===== config.mk =====
export PLATFORM = sky130hd
export DESIGN_NAME = nibble_serial_adder_ctrl
export DESIGN_NICKNAME = d
export VERILOG_FILES = /design/src/rtl/nibble_serial_adder_ctrl_pkg.sv /design/src/rtl/nibble_serial_adder_ctrl_nibble_add.sv /design/src/rtl/nibble_serial_adder_ctrl.sv
export SDC_FILE = /design/constraint.sdc
export NUM_CORES = 1
export LEC_CHECK = 0
export BUFFER_PORTS_ARGS = -buffer_cell sky130_fd_sc_hd__buf_2
export CAP_MARGIN = 20
export CORE_MARGIN = 2
export CORE_UTILIZATION = 54
export CTS_BUF_LIST = sky130_fd_sc_hd__clkbuf_16
export DETAILED_ROUTE_END_ITERATION = 7
export HOLD_SLACK_MARGIN = 0.06
export PLACE_DENSITY = 0.89
export SLEW_MARGIN = 20
export SYNTH_ARGS = -nofsm -noshare
export SYNTH_HDL_FRONTEND = slang
export SYNTH_SLANG_ARGS = --single-unit

===== constraint.sdc =====
create_clock -name Clock -period 4.4 [get_ports Clock]
set_clock_uncertainty 0.15 [all_clocks]
set_input_delay 0.44 -clock Clock [delete_from_list [all_inputs] [get_ports Clock]]
set_output_delay 0.44 -clock Clock [all_outputs]
set_load 0.02 [all_outputs]

===== src/rtl/nibble_serial_adder_ctrl_pkg.sv =====
// Shared types and sizing helpers for the nibble-serial adder controller.
`timescale 1ns/1ps

package nibble_serial_adder_ctrl_pkg;

    typedef enum logic [1:0] {
        StIdle,
        StRun,
        StDone
    } state_e;

    // Number of 4-bit slices in a WIDTH-bit operand.
    function automatic int unsigned nibbles(input int unsigned width);
        return width / 4;
    endfunction

    // Width of the nibble index counter; never narrower than one bit.
    function automatic int unsigned idx_width(input int unsigned n);
        return (n <= 1) ? 1 : $clog2(n);
    endfunction

endpackage


===== src/rtl/nibble_serial_adder_ctrl_nibble_add.sv =====
// Combinational 4-bit slice adder: a + b + carry-in -> 4-bit sum, carry-out.
`timescale 1ns/1ps

module nibble_serial_adder_ctrl_nibble_add (
    input  logic [3:0] a_i,
    input  logic [3:0] b_i,
    input  logic       c_i,
    output logic [3:0] sum_o,
    output logic       c_o
);

    assign {c_o, sum_o} = {1'b0, a_i} + {1'b0, b_i} + {4'b0000, c_i};

endmodule


===== src/rtl/nibble_serial_adder_ctrl.sv =====
// Sequences one shared 4-bit adder slice across a WIDTH-bit operand pair,
// one nibble per clock, with the inter-nibble carry held in a flop.
`timescale 1ns/1ps

module nibble_serial_adder_ctrl
    import nibble_serial_adder_ctrl_pkg::*;
#(
    parameter int unsigned WIDTH = 64
) (
    input  logic             Clock,
    input  logic             ResetN,
    input  logic             InValid,
    output logic             InReady,
    input  logic [WIDTH-1:0] DataA,
    input  logic [WIDTH-1:0] DataB,
    input  logic             CarryIn,
    output logic             OutValid,
    input  logic             OutReady,
    output logic [WIDTH-1:0] Result,
    output logic             Cout,
    output logic             Busy
);

    localparam int unsigned Nibbles = nibbles(WIDTH);
    localparam int unsigned IdxW    = idx_width(Nibbles);
    localparam logic [IdxW-1:0] LastIdx = IdxW'(Nibbles - 1);

    if ((WIDTH % 4) != 0 || WIDTH < 4) begin : g_width_check
        $error("nibble_serial_adder_ctrl: WIDTH must be a multiple of 4 and >= 4");
    end

    state_e            state_q, state_d;
    logic [WIDTH-1:0]  a_q, a_d;
    logic [WIDTH-1:0]  b_q, b_d;
    logic [WIDTH-1:0]  res_q, res_d;
    logic              cout_q, cout_d;
    logic              carry_q, carry_d;
    logic [IdxW-1:0]   idx_q, idx_d;

    logic [3:0]        a_nib, b_nib, sum_nib;
    logic              c_nib;

    // Nibble select: the slice of each operand addressed by the index counter.
    assign a_nib = a_q[{idx_q, 2'b00} +: 4];
    assign b_nib = b_q[{idx_q, 2'b00} +: 4];

    nibble_serial_adder_ctrl_nibble_add u_nibble_add (
        .a_i   (a_nib),
        .b_i   (b_nib),
        .c_i   (carry_q),
        .sum_o (sum_nib),
        .c_o   (c_nib)
    );

    // Next-state: accept in idle, one slice per clock in run, hold in done.
    always_comb begin
        state_d = state_q;
        a_d     = a_q;
        b_d     = b_q;
        res_d   = res_q;
        cout_d  = cout_q;
        carry_d = carry_q;
        idx_d   = idx_q;
        case (state_q)
            StIdle: begin
                if (InValid) begin
                    a_d     = DataA;
                    b_d     = DataB;
                    carry_d = CarryIn;
                    idx_d   = '0;
                    state_d = StRun;
                end
            end
            StRun: begin
                res_d[{idx_q, 2'b00} +: 4] = sum_nib;
                carry_d = c_nib;
                if (idx_q == LastIdx) begin
                    cout_d  = c_nib;
                    idx_d   = '0;
                    state_d = StDone;
                end else begin
                    idx_d = idx_q + IdxW'(1);
                end
            end
            StDone: begin
                if (OutReady) begin
                    state_d = StIdle;
                end
            end
            default: state_d = StIdle;
        endcase
    end

    // State and datapath registers; reset discards any in-flight operation.
    always_ff @(posedge Clock or negedge ResetN) begin
        if (!ResetN) begin
            state_q <= StIdle;
            a_q     <= '0;
            b_q     <= '0;
            res_q   <= '0;
            cout_q  <= 1'b0;
            carry_q <= 1'b0;
            idx_q   <= '0;
        end else begin
            state_q <= state_d;
            a_q     <= a_d;
            b_q     <= b_d;
            res_q   <= res_d;
            cout_q  <= cout_d;
            carry_q <= carry_d;
            idx_q   <= idx_d;
        end
    end

    // Outputs decoded from registered state only.
    assign InReady  = (state_q == StIdle);
    assign OutValid = (state_q == StDone);
    assign Busy     = (state_q != StIdle);
    assign Result   = res_q;
    assign Cout     = cout_q;

endmodule


Yosys cells after proc, flatten, opt, wreduce, memory -nomap -nowiden
Cells that the tools add are included.

Flip-flop bits (word level): 200. Input bits: 133. Output and inout bits: 68. Word-level logic and storage cells: 38.

Add/subtract/negate cells: 4. Eq/ne operators: 6. Shift-type cells: 4. Mux-type cells: 10. Reductions and logical operators: 7.

Operator list (count): $shiftx A64 B7 Y4 (2); $bwmux W64 (1); $shift A4 B8 Y64 const A (1); $shiftx A4 B8 Y64 (1); $mux W4 (2); $neg A6 Y8 (1); $pmux W4 S2 (1); $mux W2 (3); $pmux W2 S3 (1); $reduce_and A2 Y1 (3); $add A4 B4 Y5 (1); $add A5 B1 Y5 (1); $add A4 B1 Y4 const B (1); $eq A4 B4 Y1 const B (1); $ne A2 B2 Y1 const B (2); $reduce_bool A2 Y1 (2); $reduce_and A3 Y1 (1); $eq A2 B1 Y1 const B (1); $eq A2 B2 Y1 const B (1); $logic_not A2 Y1 (1); $ne A2 B1 Y1 const B (1); $pmux W1 S2 (1); $mux W1 (1).

Longest topological paths before layout
Word-level depth: 5. Gate-level depth with buffers: 12.

Modules after synthesis
From an unflattened synthesis, not the netlist that was laid out.

Cell total of the unflattened synthesis: 892. Area, all modules: 9138.8 um^2.

Modules (own cells, without submodules): nibble_serial_adder_ctrl (instances 1, cells each 876, area an instance 8994.9 um^2, seq. area each 5004.8 um^2); nibble_serial_adder_ctrl_nibble_add (instances 1, cells each 16, area an instance 143.9 um^2, seq. area each 0.0 um^2).

Worst setup path before layout
OpenSTA, ideal clock, no wires.

Path kind: reg2reg. Start: register idx_q[0]. End: register res_q[22] (netlist: Result[22]). Setup time: 0.125 ns. Arrival time: 3.116 ns. Path slack: 1.009 ns. Stages on the path, launching flop included: 11. Buffers on the path: 2. Period minus slack after synthesis: 3.391 ns. Cell sequence: dfrtp_1 > buf_6 > buf_2 > mux4_2 > a22oi_1 > o21ai_1 > fa_1 > fa_1 > xor2_1 > and3_1 > mux2_2.

Cells in the longest elaborated chain, start to end: 5. Elaborated cells between the ends (all ways): 8. Classes of those cells: add/sub (3); shift (4); mux (1).

RTL lines: from (decl) (RTL line nibble_serial_adder_ctrl.sv:38) `logic [IdxW-1:0] idx_q, idx_d;`; from (signal assigned) (RTL line nibble_serial_adder_ctrl.sv:111) `idx_q <= idx_d;`; $shiftx A64 B7 Y4 (on tied branches) (RTL line nibble_serial_adder_ctrl.sv:44, nibble_serial_adder_ctrl.sv:45); $add A4 B4 Y5 (RTL line nibble_serial_adder_ctrl_nibble_add.sv:12) `assign {c_o, sum_o} = {1'b0, a_i} + {1'b0, b_i} + {4'b0000, c_i};`; $add A5 B1 Y5 (RTL line nibble_serial_adder_ctrl_nibble_add.sv:12); $shiftx A4 B8 Y64 (RTL line nibble_serial_adder_ctrl.sv:75) `res_d[{idx_q, 2'b00} +: 4] = sum_nib;`; $bwmux W64 (*) (RTL line nibble_serial_adder_ctrl.sv:75); to (signal assigned) (RTL line nibble_serial_adder_ctrl.sv:108) `res_q <= res_d;`; to (decl) (RTL line nibble_serial_adder_ctrl.sv:35) `logic [WIDTH-1:0] res_q, res_d;`.

Every way passes the cells marked *; elsewhere a longest branch is shown, timed or not. A chain may end at the register's enable or synchronous reset.

Worst setup path in the final report
Ends and elaborated chain as after synthesis.

==> flow_metrics.env <==
export IMPL_initial_core_util_pct=55.0
export IMPL_clkSlewWorstSetupHoldPaths_ps=70
export IMPL_antenna_found_initial=0
export IMPL_root_buffer="clkbuf_16"
export IMPL_p_seq_share_pct=34.9
export IMPL_fp_dieW_um=134
export IMPL_fin_hold_ws_ps=-36.6
export IMPL_synth_commonest_cells="dfrtp_1, mux2_2, mux2i_1"
export IMPL_clk_latency_ps=430
export IMPL_grt_max_degree=134
export IMPL_grt_pass1_vias=6156
export IMPL_critical_path_top_delay_family="adder cells"
export IMPL_violations="negative hold slack"
export IMPL_synth_flop_cell="dfrtp_1"
export IMPL_rsz0062_at_grt="no"
export IMPL_path_cells="buf_4, mux2i_1, a221oi_1, a22oi_1, o21ai_1, fa_1, fa_1, xor2_1, and3_1, mux2_2"
export IMPL_path_class="flop to flop"
export IMPL_ys_types=44
export IMPL_setup_violations_final=0
export IMPL_status="complete, but fails checks"
export IMPL_ctsHoldBuffers=0
export IMPL_slowest_stage="dfrtp_4"
export IMPL_path_buf_inv=1
export IMPL_drv_slew=0
export IMPL_post_cts_setup_buffers=0
export IMPL_die_area_mm2=0.0178
export IMPL_cpPeakStageDelay_ps=750
export IMPL_syn_nets=750
export IMPL_cts_resized=0
export IMPL_vias=5852
export IMPL_finalNonFillerCells=1036
export IMPL_first_pass_iters=5
export IMPL_cts_sinks=200
export IMPL_boundaryPins=201
export IMPL_numCtsBuffers=17
export IMPL_ys_seq_area_share_pct=55.2
export IMPL_switchingPower_mw=3.91
export IMPL_finalPower_mw=9.53
export IMPL_routed_wl_um=20800
export IMPL_syn2layout_area_growth_pct=18.5
export IMPL_worstMarginPinSlew_ps=990
export IMPL_nets=946
export IMPL_clkPwrFrac_pct=14.9
export IMPL_diodes=0
export IMPL_yosys_top_cells_area="dfrtp_1, mux2_2, mux4_2"
export IMPL_leakagePower_nw=5.09
export IMPL_dr_first_iter_drc_count=333
export IMPL_grt_remaining_overflow=0
export IMPL_worst_setup_path_start_kind="flop"
export IMPL_switching_share_pct=41.0
export IMPL_ys_warn_count=0
export IMPL_grt_use_total_pct=24.5
export IMPL_powerDensity_mw_per_mm2=888
export IMPL_crit_top_cell="fa_1"
export IMPL_p_comb_share_pct=50.2
export IMPL_wire_per_inst_um=20.1
export IMPL_synth_seq_cells=200
export IMPL_critPathArrivalTime_ps=4210
export IMPL_cp_max_fo=28
export IMPL_holdCritPathClass="primary input to asynchronous set/reset pin"
export IMPL_core_mm2=0.0165
export IMPL_grt_pass1_wl_um=33300
export IMPL_gp_congestion=0.826
export IMPL_syn_area_mm2=0.00906
export IMPL_synthCells=608
export IMPL_ir_worst_vdd_mv=0.700
export IMPL_dp_hpwl_um=15100
export IMPL_drt_vias_per_instance=5.65
export IMPL_postSynthAreaPerCell_um2=14.9
export IMPL_async_flop_share_pct=100
export IMPL_cts_tree="yes"
export IMPL_rrSetupSlack_ps=410
export IMPL_place_inst=1005
export IMPL_cp_required_ps=4620
export IMPL_die_h_um=134
export IMPL_finalSetupTns_ps=0
export IMPL_slew_headroom_pct=34.0
export IMPL_fp_row_count=47
export IMPL_port_buffers=200
export IMPL_post_route_period_util_pct=90.7
export IMPL_yosys_cell_count_top_type="dfrtp_1"
export IMPL_crit_path_end_kind="flop"
export IMPL_fin_crit_ps=3990
export IMPL_p_int_mw=5.63
export IMPL_htree_levels=4
export IMPL_synth_top_area_cell="dfrtp_1"
export IMPL_hold_viol=44
export IMPL_synth_top_area_share_pct=55.2
export IMPL_antenna_left=0
export IMPL_clock_path_buffers=2
export IMPL_drc=0
export IMPL_maxCapViolations=0
export IMPL_final_layout_size_suffix_gt1_share_pct=55.9
export IMPL_synth_edff_count=0
export IMPL_max_freq_ghz=0.251
[worst reg2reg max path, delay by kind of cell, from the launching register on]
family                     cells  cell delay (ps)
and+or+nand+nor                1              350
xor gates and xnor gates       1              650
AOI/OAI and AO/OA              3              410
adders and majority gates      2              880
muxes                          2              430
buffers and inverters          1              300
DFF                            1              750
[layer usage]
metal | routed length, um | global-route usage [%]
met1 | 8820 | 32.4
met2 | 10500 | 40.3
met3 | 1180 | 5.90
met4 | 316 | 7.39
met5 | 0 | 0
[flip-flops by register name (all words and copies together), names as in the netlist]
| register | cells |
|---|---|
| Result | 64 |
| state_q | 2 |
| idx_q | 4 |
| carry_q | 1 |
| a_q | 64 |
| Cout | 1 |
| b_q | 64 |
[worst paths after layout]
path	from	to	cells past startpoint
max in group asynchronous	ResetN	Result[50]	2
max	idx_q[0]	Result[22]	10
min reg2reg	Result[48]	Result[48]	1
min	ResetN	b_q[38]	1
min in group Clock	DataB[59]	b_q[59]	2
max reg2reg	idx_q[0]	Result[22]	10
[layout by cell type, fill, tap and decap left out, types with 5 or more instances in the layout]
cell type	n
a221oi_1	16
a22oi_1	8
and3_1	5
buf_2	199
buf_4	13
clkbuf_16	17
dfrtp_1	199
ha_1	7
inv_1	5
mux2_2	184
mux2_4	8
mux2i_1	34
mux4_2	16
nand2_1	6
nand3_1	14
nor2_1	14
nor2b_1	6
o21ai_0	6
[cell type report]
class                      count  area, um^2
clock inverter                14         104
inverter                       5        18.8
timing repair buffer         214        1130
sequential                   200        5010
fill                        1208        5730
clock buffer                  17         425
multi-input combinational    366        3770
tap                          220         275
[power groups by stage]
stage	clock network (mW)	registers (mW)	logic, mW
floorplan	0	3.35	3.33
global placement	0	3.30	4.60
detailed placement	0	3.35	4.77
CTS	1.45	3.32	4.79
global route	1.52	3.44	5.14
finish	1.42	3.33	4.78
[stage by stage]
stage	utilization [%]	area, um^2	worst slack, ps
2_1_floorplan	-	9060	1010
3_3_place_gp	62.0	10200	599
3_5_place_dp	62.0	10200	452
4_1_cts	65.2	10700	363
5_1_grt	65.2	10700	173
6_report	65.2	10700	410
[cell families after synthesis]
family          after synthesis  synth area share [%]
xor+xnor                      6                 0.580
simple gates                 61                  3.66
mux                         243                  32.1
fa+ha+maj                     9                  1.41
buf+inv                      42                  3.19
flops                       200                  55.2
compound gates               47                  3.87
(Power assumes the default switching activity.)
